**src/rtl/beidou_pkg.sv**
```systemverilog
`default_nettype none
// ============================================================================
// Module   : beidou_pkg
// Brief    : Shared widths and saturating-arithmetic helpers for the BeiDou
//            integrate-and-dump datapath.
// Revision : 1.0  initial release
// ============================================================================
package beidou_pkg;

  localparam int IN_W_DEF  = 2;
  localparam int ACC_W_DEF = 25;
  localparam int CNT_W_DEF = 24;

  // Working width for the saturating helpers; accumulators up to 63 bits fit.
  localparam int SAT_W = 64;

  typedef logic signed [SAT_W-1:0] wide_t;

  // Signed add clamped to the symmetric range +/-(2^(w-1)-1).
  function automatic wide_t sat_add(input wide_t a, input wide_t b, input int unsigned w);
    wide_t s;
    wide_t lim;
    s   = a + b;
    lim = (wide_t'(1) <<< (w - 1)) - wide_t'(1);
    if (s > lim) return lim;
    if (s < -lim) return -lim;
    return s;
  endfunction

  // True when sat_add with the same operands had to clamp.
  function automatic logic sat_hit(input wide_t a, input wide_t b, input int unsigned w);
    wide_t s;
    wide_t lim;
    s   = a + b;
    lim = (wide_t'(1) <<< (w - 1)) - wide_t'(1);
    return (s > lim) || (s < -lim);
  endfunction

endpackage
`default_nettype wire

```
**src/rtl/iq_energy_pipe.sv**
```systemverilog
`default_nettype none
// ============================================================================
// Module   : iq_energy_pipe
// Brief    : Two-stage I^2 + Q^2 energy pipe. Stage 1 squares, stage 2 sums.
//            A flush drops in-flight valids while data registers hold.
// Revision : 1.0  initial release
// ============================================================================
module iq_energy_pipe
  import beidou_pkg::*;
#(
  parameter int ACC_W = ACC_W_DEF
) (
  input  logic               clk,
  input  logic               rst_n,
  input  logic               i_flush,
  input  logic               i_valid,
  input  logic [ACC_W-1:0]   i_dump_i,
  input  logic [ACC_W-1:0]   i_dump_q,
  output logic [2*ACC_W-1:0] o_energy,
  output logic               o_valid
);

  logic [2*ACC_W-1:0]        sq_i_q, sq_i_d;
  logic [2*ACC_W-1:0]        sq_q_q, sq_q_d;
  logic [2*ACC_W-1:0]        energy_q, energy_d;
  logic                      v1_q, v1_d;
  logic                      v2_q, v2_d;
  logic signed [2*ACC_W-1:0] ext_i, ext_q;

  // Square on stage 1, sum on stage 2; data only moves with a surviving valid.
  always_comb begin
    ext_i    = {{ACC_W{i_dump_i[ACC_W-1]}}, i_dump_i};
    ext_q    = {{ACC_W{i_dump_q[ACC_W-1]}}, i_dump_q};
    sq_i_d   = sq_i_q;
    sq_q_d   = sq_q_q;
    energy_d = energy_q;
    v1_d     = i_valid & ~i_flush;
    v2_d     = v1_q & ~i_flush;
    if (v1_d) begin
      sq_i_d = ext_i * ext_i;
      sq_q_d = ext_q * ext_q;
    end
    if (v2_d) begin
      energy_d = sq_i_q + sq_q_q;
    end
  end

  // Pipe registers with synchronous active-low reset.
  always_ff @(posedge clk) begin
    if (!rst_n) begin
      sq_i_q   <= '0;
      sq_q_q   <= '0;
      energy_q <= '0;
      v1_q     <= 1'b0;
      v2_q     <= 1'b0;
    end else begin
      sq_i_q   <= sq_i_d;
      sq_q_q   <= sq_q_d;
      energy_q <= energy_d;
      v1_q     <= v1_d;
      v2_q     <= v2_d;
    end
  end

  assign o_energy = energy_q;
  assign o_valid  = v2_q;

endmodule
`default_nettype wire

```
**src/rtl/integrate_dump_nc_beidou.sv**
```systemverilog
`default_nettype none
// ============================================================================
// Module   : integrate_dump_nc_beidou
// Brief    : Coherent integrate-and-dump with saturating I/Q accumulators,
//            pipelined energy and non-coherent accumulation over NC_N dumps.
// Revision : 1.0  initial release
// ============================================================================
module integrate_dump_nc_beidou
  import beidou_pkg::*;
#(
  parameter int IN_W  = IN_W_DEF,
  parameter int ACC_W = ACC_W_DEF,
  parameter int CNT_W = CNT_W_DEF,
  parameter int NC_N  = 4,
  parameter int NC_W  = 2
) (
  input  logic                    clk,
  input  logic                    rst_n,
  input  logic                    shift_parse,
  input  logic                    in_en,
  input  logic [IN_W-1:0]         I_in,
  input  logic [IN_W-1:0]         Q_in,
  input  logic [CNT_W-1:0]        dump_len,
  output logic [ACC_W-1:0]        I_dump,
  output logic [ACC_W-1:0]        Q_dump,
  output logic                    coh_valid,
  output logic [2*ACC_W-1:0]      energy,
  output logic                    energy_valid,
  output logic [2*ACC_W+NC_W-1:0] nc_sum,
  output logic                    nc_valid,
  output logic                    ovf
);

  localparam int NC_CW = (NC_N > 1) ? $clog2(NC_N) : 1;
  localparam int SUM_W = 2*ACC_W + NC_W;

  // len_q == 0 marks "period start pending": a latched length is never 0.
  logic [CNT_W-1:0]        len_q, len_d, eff_len;
  logic [CNT_W-1:0]        cnt_q, cnt_d;
  logic signed [ACC_W-1:0] acc_i_q, acc_i_d, acc_q_q, acc_q_d;
  logic signed [ACC_W-1:0] dump_i_q, dump_i_d, dump_q_q, dump_q_d;
  logic                    coh_valid_q, coh_valid_d;
  logic                    ovf_q, ovf_d;
  logic [SUM_W-1:0]        nc_acc_q, nc_acc_d, nc_sum_q, nc_sum_d;
  logic [NC_CW-1:0]        nc_cnt_q, nc_cnt_d;
  logic                    nc_valid_q, nc_valid_d;
  logic                    accept, last;
  logic [2*ACC_W-1:0]      energy_w;
  logic                    energy_valid_w;

  // Period control, saturating accumulation, dump and non-coherent sum.
  always_comb begin
    len_d       = len_q;
    cnt_d       = cnt_q;
    acc_i_d     = acc_i_q;
    acc_q_d     = acc_q_q;
    dump_i_d    = dump_i_q;
    dump_q_d    = dump_q_q;
    coh_valid_d = 1'b0;
    ovf_d       = ovf_q;
    nc_acc_d    = nc_acc_q;
    nc_cnt_d    = nc_cnt_q;
    nc_sum_d    = nc_sum_q;
    nc_valid_d  = 1'b0;

    eff_len = len_q;
    if (len_q == '0) begin
      eff_len = (dump_len == '0) ? CNT_W'(1) : dump_len;
    end
    accept = in_en & ~shift_parse;
    last   = accept & (cnt_q == eff_len - CNT_W'(1));

    if (shift_parse) begin
      // Abort: the sample in this cycle is discarded and nothing dumps.
      len_d    = '0;
      cnt_d    = '0;
      acc_i_d  = '0;
      acc_q_d  = '0;
      ovf_d    = 1'b0;
      nc_acc_d = '0;
      nc_cnt_d = '0;
    end else begin
      len_d = eff_len;
      if (accept) begin
        ovf_d = ovf_q
              | sat_hit(SAT_W'(acc_i_q), SAT_W'($signed(I_in)), ACC_W)
              | sat_hit(SAT_W'(acc_q_q), SAT_W'($signed(Q_in)), ACC_W);
        acc_i_d = ACC_W'(sat_add(SAT_W'(acc_i_q), SAT_W'($signed(I_in)), ACC_W));
        acc_q_d = ACC_W'(sat_add(SAT_W'(acc_q_q), SAT_W'($signed(Q_in)), ACC_W));
        cnt_d   = cnt_q + CNT_W'(1);
        if (last) begin
          dump_i_d    = acc_i_d;
          dump_q_d    = acc_q_d;
          coh_valid_d = 1'b1;
          acc_i_d     = '0;
          acc_q_d     = '0;
          cnt_d       = '0;
          len_d       = '0;
        end
      end
      if (energy_valid_w) begin
        if (nc_cnt_q == NC_CW'(NC_N - 1)) begin
          nc_sum_d   = nc_acc_q + SUM_W'(energy_w);
          nc_valid_d = 1'b1;
          nc_acc_d   = '0;
          nc_cnt_d   = '0;
        end else begin
          nc_acc_d = nc_acc_q + SUM_W'(energy_w);
          nc_cnt_d = nc_cnt_q + NC_CW'(1);
        end
      end
    end
  end

  // State registers with synchronous active-low reset.
  always_ff @(posedge clk) begin
    if (!rst_n) begin
      len_q       <= '0;
      cnt_q       <= '0;
      acc_i_q     <= '0;
      acc_q_q     <= '0;
      dump_i_q    <= '0;
      dump_q_q    <= '0;
      coh_valid_q <= 1'b0;
      ovf_q       <= 1'b0;
      nc_acc_q    <= '0;
      nc_cnt_q    <= '0;
      nc_sum_q    <= '0;
      nc_valid_q  <= 1'b0;
    end else begin
      len_q       <= len_d;
      cnt_q       <= cnt_d;
      acc_i_q     <= acc_i_d;
      acc_q_q     <= acc_q_d;
      dump_i_q    <= dump_i_d;
      dump_q_q    <= dump_q_d;
      coh_valid_q <= coh_valid_d;
      ovf_q       <= ovf_d;
      nc_acc_q    <= nc_acc_d;
      nc_cnt_q    <= nc_cnt_d;
      nc_sum_q    <= nc_sum_d;
      nc_valid_q  <= nc_valid_d;
    end
  end

  iq_energy_pipe #(
    .ACC_W (ACC_W)
  ) u_energy (
    .clk      (clk),
    .rst_n    (rst_n),
    .i_flush  (shift_parse),
    .i_valid  (coh_valid_q),
    .i_dump_i (dump_i_q),
    .i_dump_q (dump_q_q),
    .o_energy (energy_w),
    .o_valid  (energy_valid_w)
  );

  assign I_dump       = dump_i_q;
  assign Q_dump       = dump_q_q;
  assign coh_valid    = coh_valid_q;
  assign energy       = energy_w;
  assign energy_valid = energy_valid_w;
  assign nc_sum       = nc_sum_q;
  assign nc_valid     = nc_valid_q;
  assign ovf          = ovf_q;

endmodule
`default_nettype wire

```
**config.mk**
```make
export PLATFORM = sky130hd
export DESIGN_NAME = integrate_dump_nc_beidou
export DESIGN_NICKNAME = d
export VERILOG_FILES = /design/src/rtl/beidou_pkg.sv /design/src/rtl/iq_energy_pipe.sv /design/src/rtl/integrate_dump_nc_beidou.sv
export SDC_FILE = /design/constraint.sdc
export NUM_CORES = 2
export LEC_CHECK = 0
export BUFFER_PORTS_ARGS = -buffer_cell sky130_fd_sc_hd__buf_2
export CORE_MARGIN = 4
export CORE_UTILIZATION = 55
export CTS_CLUSTER_SIZE = 24
export DETAILED_ROUTE_END_ITERATION = 8
export MAX_ROUTING_LAYER = met4
export PLACE_DENSITY = 0.73
export SLEW_MARGIN = 20
export SYNTH_ARGS = -nofsm -noshare
export SYNTH_HDL_FRONTEND = slang
export SYNTH_SLANG_ARGS = --single-unit
```
**constraint.sdc**
```tcl
create_clock -name clk -period 14.65 [get_ports clk]
set_clock_uncertainty 0.05 [all_clocks]
set_input_delay 1.465 -clock clk [delete_from_list [all_inputs] [get_ports clk]]
set_output_delay 1.465 -clock clk [all_outputs]
set_load 0.01 [all_outputs]
```
Word level (Yosys, flattened, before mapping)
Index checks and enable logic that the tools add are counted.
Widths: inputs -> output; s select.
Word-level totals
  register bits: 409
  word-level logic and storage cells: 84
  output and inout port bits: 156
Operators by class
  add/sub/neg operators: 7
  equal/unequal tests: 2
  multiplexer cells: 33
  bitwise operators: 10
  reductions and logical operators: 9
  $mul: 2
  order comparisons: 4
Operator list (number)
  $mux 25: 10
  $mux 24: 5
  $mul 25x25->50: 2
  $add 25x2->26: 2
  $add 52x50->52: 1
  $gt 26x25->1 const B: 2
  $lt 26x25->1 const B: 2
  $mux 52: 1
  $add 50x50->50: 1
  $logic_not 24->1: 2
  $add 24x1->24 const B: 1
  $eq 24x24->1: 1
  $sub 24x1->24 const B: 1
  $mux 1: 16
  $reduce_and 3->1: 2
  $reduce_or 3->1: 2
  $and 1x1->1: 4
  $not 1->1: 4
  $add 2x1->2 const B: 1
  $eq 2x2->1 const B: 1
  $logic_or 1x1->1: 2
  $mux 2: 1
  $or 1x1->1: 2
  $reduce_or 2->1: 1

Logic depth before layout (Yosys ltp)
  depth in word-level cells: 11
  mapped depth: 31
  depth with buffers taken out: 29

By module
Synthesis repeated with hierarchy kept, for this count alone.
Unflattened totals
  cell total of the unflattened synthesis: 7179
  area total of the unflattened synthesis: 64430.5 um2
Modules (own cells, without submodules)
  iq_energy_pipe: times used 1, sequential area each 3002.9 um2, area each 48243.8 um2, cells an instance 5215
  integrate_dump_nc_beidou: times used 1, sequential area each 5144.9 um2, area each 16186.8 um2, cells an instance 1964

Worst setup path before layout
No wires, ideal clock.
  path kind: reg2reg
  start point: reg dump_i_q[15] (netlist: I_dump[15])
  end point: reg u_energy.sq_i_q[48]
  path buffers: 2
  setup slack: 6.879 ns
  library setup time: 0.118 ns
  arrival: 7.603 ns
  required time: 14.482 ns
  cell stages (with the launch flop): 29
  cell sequence: dfxtp_1 -> clkbuf_1 -> clkbuf_1 -> nand2_1 -> fa_1 -> inv_1 -> fa_1 -> inv_1 -> fa_1 -> inv_1 -> fa_1 -> inv_1 -> fa_1 -> inv_1 -> fa_1 -> inv_1 -> fa_1 -> inv_1 -> ha_1 -> and3_1 -> nand4_1 -> or2_2 -> o21ai_0 -> a221oi_1 -> o31ai_1 -> a21oi_1 -> o311a_1 -> nor3_1 -> nor2_1
Between the ends
  cells in the longest elaborated chain, start to end: 1
Ends and longest elaborated chain
  start: declaration: line integrate_dump_nc_beidou.sv:41  | logic signed [ACC_W-1:0] dump_i_q, dump_i_d, dump_q_q, dump_q_d;
  start signal: assignment: line integrate_dump_nc_beidou.sv:135  | dump_i_q <= dump_i_d;
  $mul 25x25->50: line iq_energy_pipe.sv:40  | sq_i_d = ext_i * ext_i;
  end signal: assignment: line iq_energy_pipe.sv:57  | sq_i_q <= sq_i_d;
  end: declaration: line iq_energy_pipe.sv:23  | logic [2*ACC_W-1:0] sq_i_q, sq_i_d;
No other way between the ends.
A chain may end at the register's enable or synchronous reset.

Worst setup path after layout
  start point: reg dump_i_q[3] (netlist: I_dump[3])
  end point: reg u_energy.sq_i_q[48]
Same word-level chain as after synthesis.

==> summary.txt <==
Core Util, Final = 59.06%
Req. time, crit path = 15.12 ns
Clock Path Buffers = 3
fin crit share = 64.43%
share of post-route cells with drive strength above 1 = 5.828%
EDFF count, synth = 0
highest metal used = met4
CTS root buf = clkbuf_16
Synth Warn # = 0
# IOs = 188
metal3 WL = 11,290 um
DIE WIDTH = 347.3 um
placed insts = 8,577
DR iter-0 viols = 3,122
crit start category = flip-flop
Synth top cells by count = inv_1 (1,448), fa_1 (1,216), nand2_1 (810)
Clock transition at path regs = 0.06 ns
CTS Sinks = 407
delay-heaviest family, CP = adder cells
total number of vias = 47,710
first-pass GRT wire length = 271,300 um
Worst slew margin = 25.92%
Final Max Slew Viols = 0
asr flop ratio synth = 0%
ANT nets after route = 0
PD cells = 61.18 nW/um^2
Cell Count, Final, Fillers Out = 8,672
Setup crit end kind = flip-flop
Layout area overhead = 6.650%
hold_ws = 0.4001 ns
worst-path fanout max = 23
vias per cell = 5.502
H-Tree Depth = 2
crit path cell chain = clkinv_1 -> nor2_1 -> fa_1 -> inv_1 -> fa_1 -> fa_1 -> inv_1 -> fa_1 -> inv_1 -> fa_1 -> fa_1 -> fa_1 -> inv_1 -> ha_1 -> nand3_1 -> or2_2 -> o21ai_0 -> a221oi_1 -> o31ai_1 -> a21oi_1 -> o311a_1 -> nor3_1 -> nor2_1
IO buf count = 187
post-synthesis area per instance = 8.965 um^2
Setup TNS = 0 ns
Lkg Pwr = 35.37 nW
die height = 347.3 um
met2 WL = 77,190 um
status = finished clean
total gr overflow = 0
Crit-path slowest cell = dfxtp_1
Mapped Nets = 8,766
Period minus WS final = 9.439 ns
largest cells by area after synthesis = fa_1 (38%), dfxtp_1 (13%), ha_1 (9.0%)
initial antenna violation count = 5
most frequent cell on the critical path = fa_1
Starting Density = 55.37%
synth unique cells = 94
M1 WL = 70,740 um
final hold violation count = 0
fmax = 105.9 MHz
GPL Wtd Cong = 0.9719
RSZ-0062 raised after global routing = false
placeable core area = 114,300 um^2
Total Routing Usage GR = 28.80%
Mapped Area = 63,320 um^2
CTS tree = yes
CP Class = reg2reg
Post-CTS Setup Repair Bufs = 0
Rows = 124
routed len/inst = 18.98 um
synthesis-stage register bit count = 407
Crit path arrival time = 9.91 ns
drc violations = 0
CP Buf/Inv Count = 5
Final nets = 8,819
post-route setup slack = 5.211 ns
Top FF cell, synth = dfxtp_1
cts repair resizes = 0
count leader, synth = inv_1
Mapped Cells = 7,063
Final HPWL DP = 131,200 um
max incr delay on CP = 1.05 ns
area share of the leading cell type in the synthesized netlist = 38.45%
worst vdd ir = 257.7 uV
largest area contributor in the netlist = fa_1
setup violators final = 0
Die ar. = 120,600 um^2
Worst-Skew Late Latency = 0.63 ns
via count of the first global-routing pass = 50,690
dpl ws = 5.259 ns
final wirelength = 164,600 um
register-to-register path setup slack = 5.21 ns
largest net degree at the start of global routing = 155
CTS Hold Bufs = 0
max cap viols = 0
Seq/Total Area, Yosys = 12.87%
Hold Path Class = reg2reg
Num CTS Buffers = 49
Detailed Routing Iterations Pass 1 = 6
worst-margin pin slew = 1.110 ns
final timing paths:
kind               from                   to  cells after the start
max           I_dump[3]  u_energy.sq_i_q[48]                     23
min          nc_sum[19]           nc_sum[19]                      2
max reg2reg   I_dump[3]  u_energy.sq_i_q[48]                     23
min reg2reg  nc_sum[19]           nc_sum[19]                      2
worst register-to-register path: stages, from the launching register on:
cell,delay (ns)
dfxtp_1,1.05
clkinv_1,0.78
nor2_1,0.48
fa_1,0.48
inv_1,0.09
fa_1,0.42
fa_1,0.55
inv_1,0.05
fa_1,0.50
inv_1,0.05
fa_1,0.55
fa_1,0.43
fa_1,0.49
inv_1,0.04
ha_1,0.48
nand3_1,0.16
or2_2,0.31
o21ai_0,0.53
a221oi_1,0.27
o31ai_1,0.67
a21oi_1,0.22
o311a_1,0.39
nor3_1,0.21
nor2_1,0.07
sequential cells by signal, summed over array words and instances, names as in the netlist:
signal,flops
I_dump,25
Q_dump,25
acc_i_q,25
acc_q_q,25
cnt_q,24
coh_valid,1
len_q,24
nc_acc_q,52
nc_cnt_q,2
nc_sum,52
nc_valid,1
ovf,1
u_energy.o_energy,50
u_energy.o_valid,1
u_energy.sq_i_q,49
u_energy.sq_q_q,49
u_energy.v1_q,1
per-stage QoR:
| step | area, um^2 | power (W) |
|---|---|---|
| 2_1_floorplan | 63320 | 0.002432 |
| 3_3_place_gp | 65770 | 0.002788 |
| 3_5_place_dp | 65770 | 0.002807 |
| 4_1_cts | 67510 | 0.004145 |
| 5_1_grt | 67520 | 0.004362 |
| 6_report | 67530 | 0.004131 |
routing by layer:
metal	vias up	GRT usage, %
li1	22160	-
met1	23680	38.57
met2	1565	46.04
met3	305	4.160
met4	0	8.278
met5	-	-
layout by cell type, fill, tap and decap left out, types with 46 or more instances in the layout:
cell / count
a21o_1: 127
a21oi_1: 358
a22o_1: 46
and2_1: 236
buf_2: 187
buf_4: 77
clkbuf_16: 50
dfxtp_1: 407
fa_1: 1216
ha_1: 455
inv_1: 1448
nand2_1: 810
nand3_1: 76
nor2_1: 384
nor2b_1: 53
o21ai_0: 185
xnor2_1: 195
xor2_1: 114
final cells by class:
type | instances | area, um^2
Multi-Input combinational cell | 4939 | 48740
Fill cell | 10040 | 46820
Sequential cell | 407 | 8148
Inverter | 1454 | 5463
Tap cell | 1512 | 1892
Timing Repair Buffer | 265 | 1534
Clock buffer | 62 | 1346
Clock inverter | 28 | 394.1
Antenna cell | 5 | 12.51
power by group:
part           leakage [nW]  internal (W)  switching, W
registers              3.28       0.00114     0.0000296
clock network         0.835      0.000785      0.000538
logic                  31.3      0.000636       0.00100
total                  35.4       0.00256       0.00157
kinds of logic (layout without fill, tap and decap cells):
logic type                 after synthesis  count (layout)  share of synthesized area, %
DFF                                    407             407                         12.87
muxes                                   38              38                        0.6067
xor gates and xnor gates               310             310                         4.288
buffers and inverters                 1717            1809                         10.27
other                                    0               5                             0
adders and majority gates             1691            1691                         47.75
and+or+nand+nor                       1841            1841                         13.47
AOI/OAI and AO/OA                     1059            1059                         10.75
No activity file was read; power rests on OpenSTA's default activity.
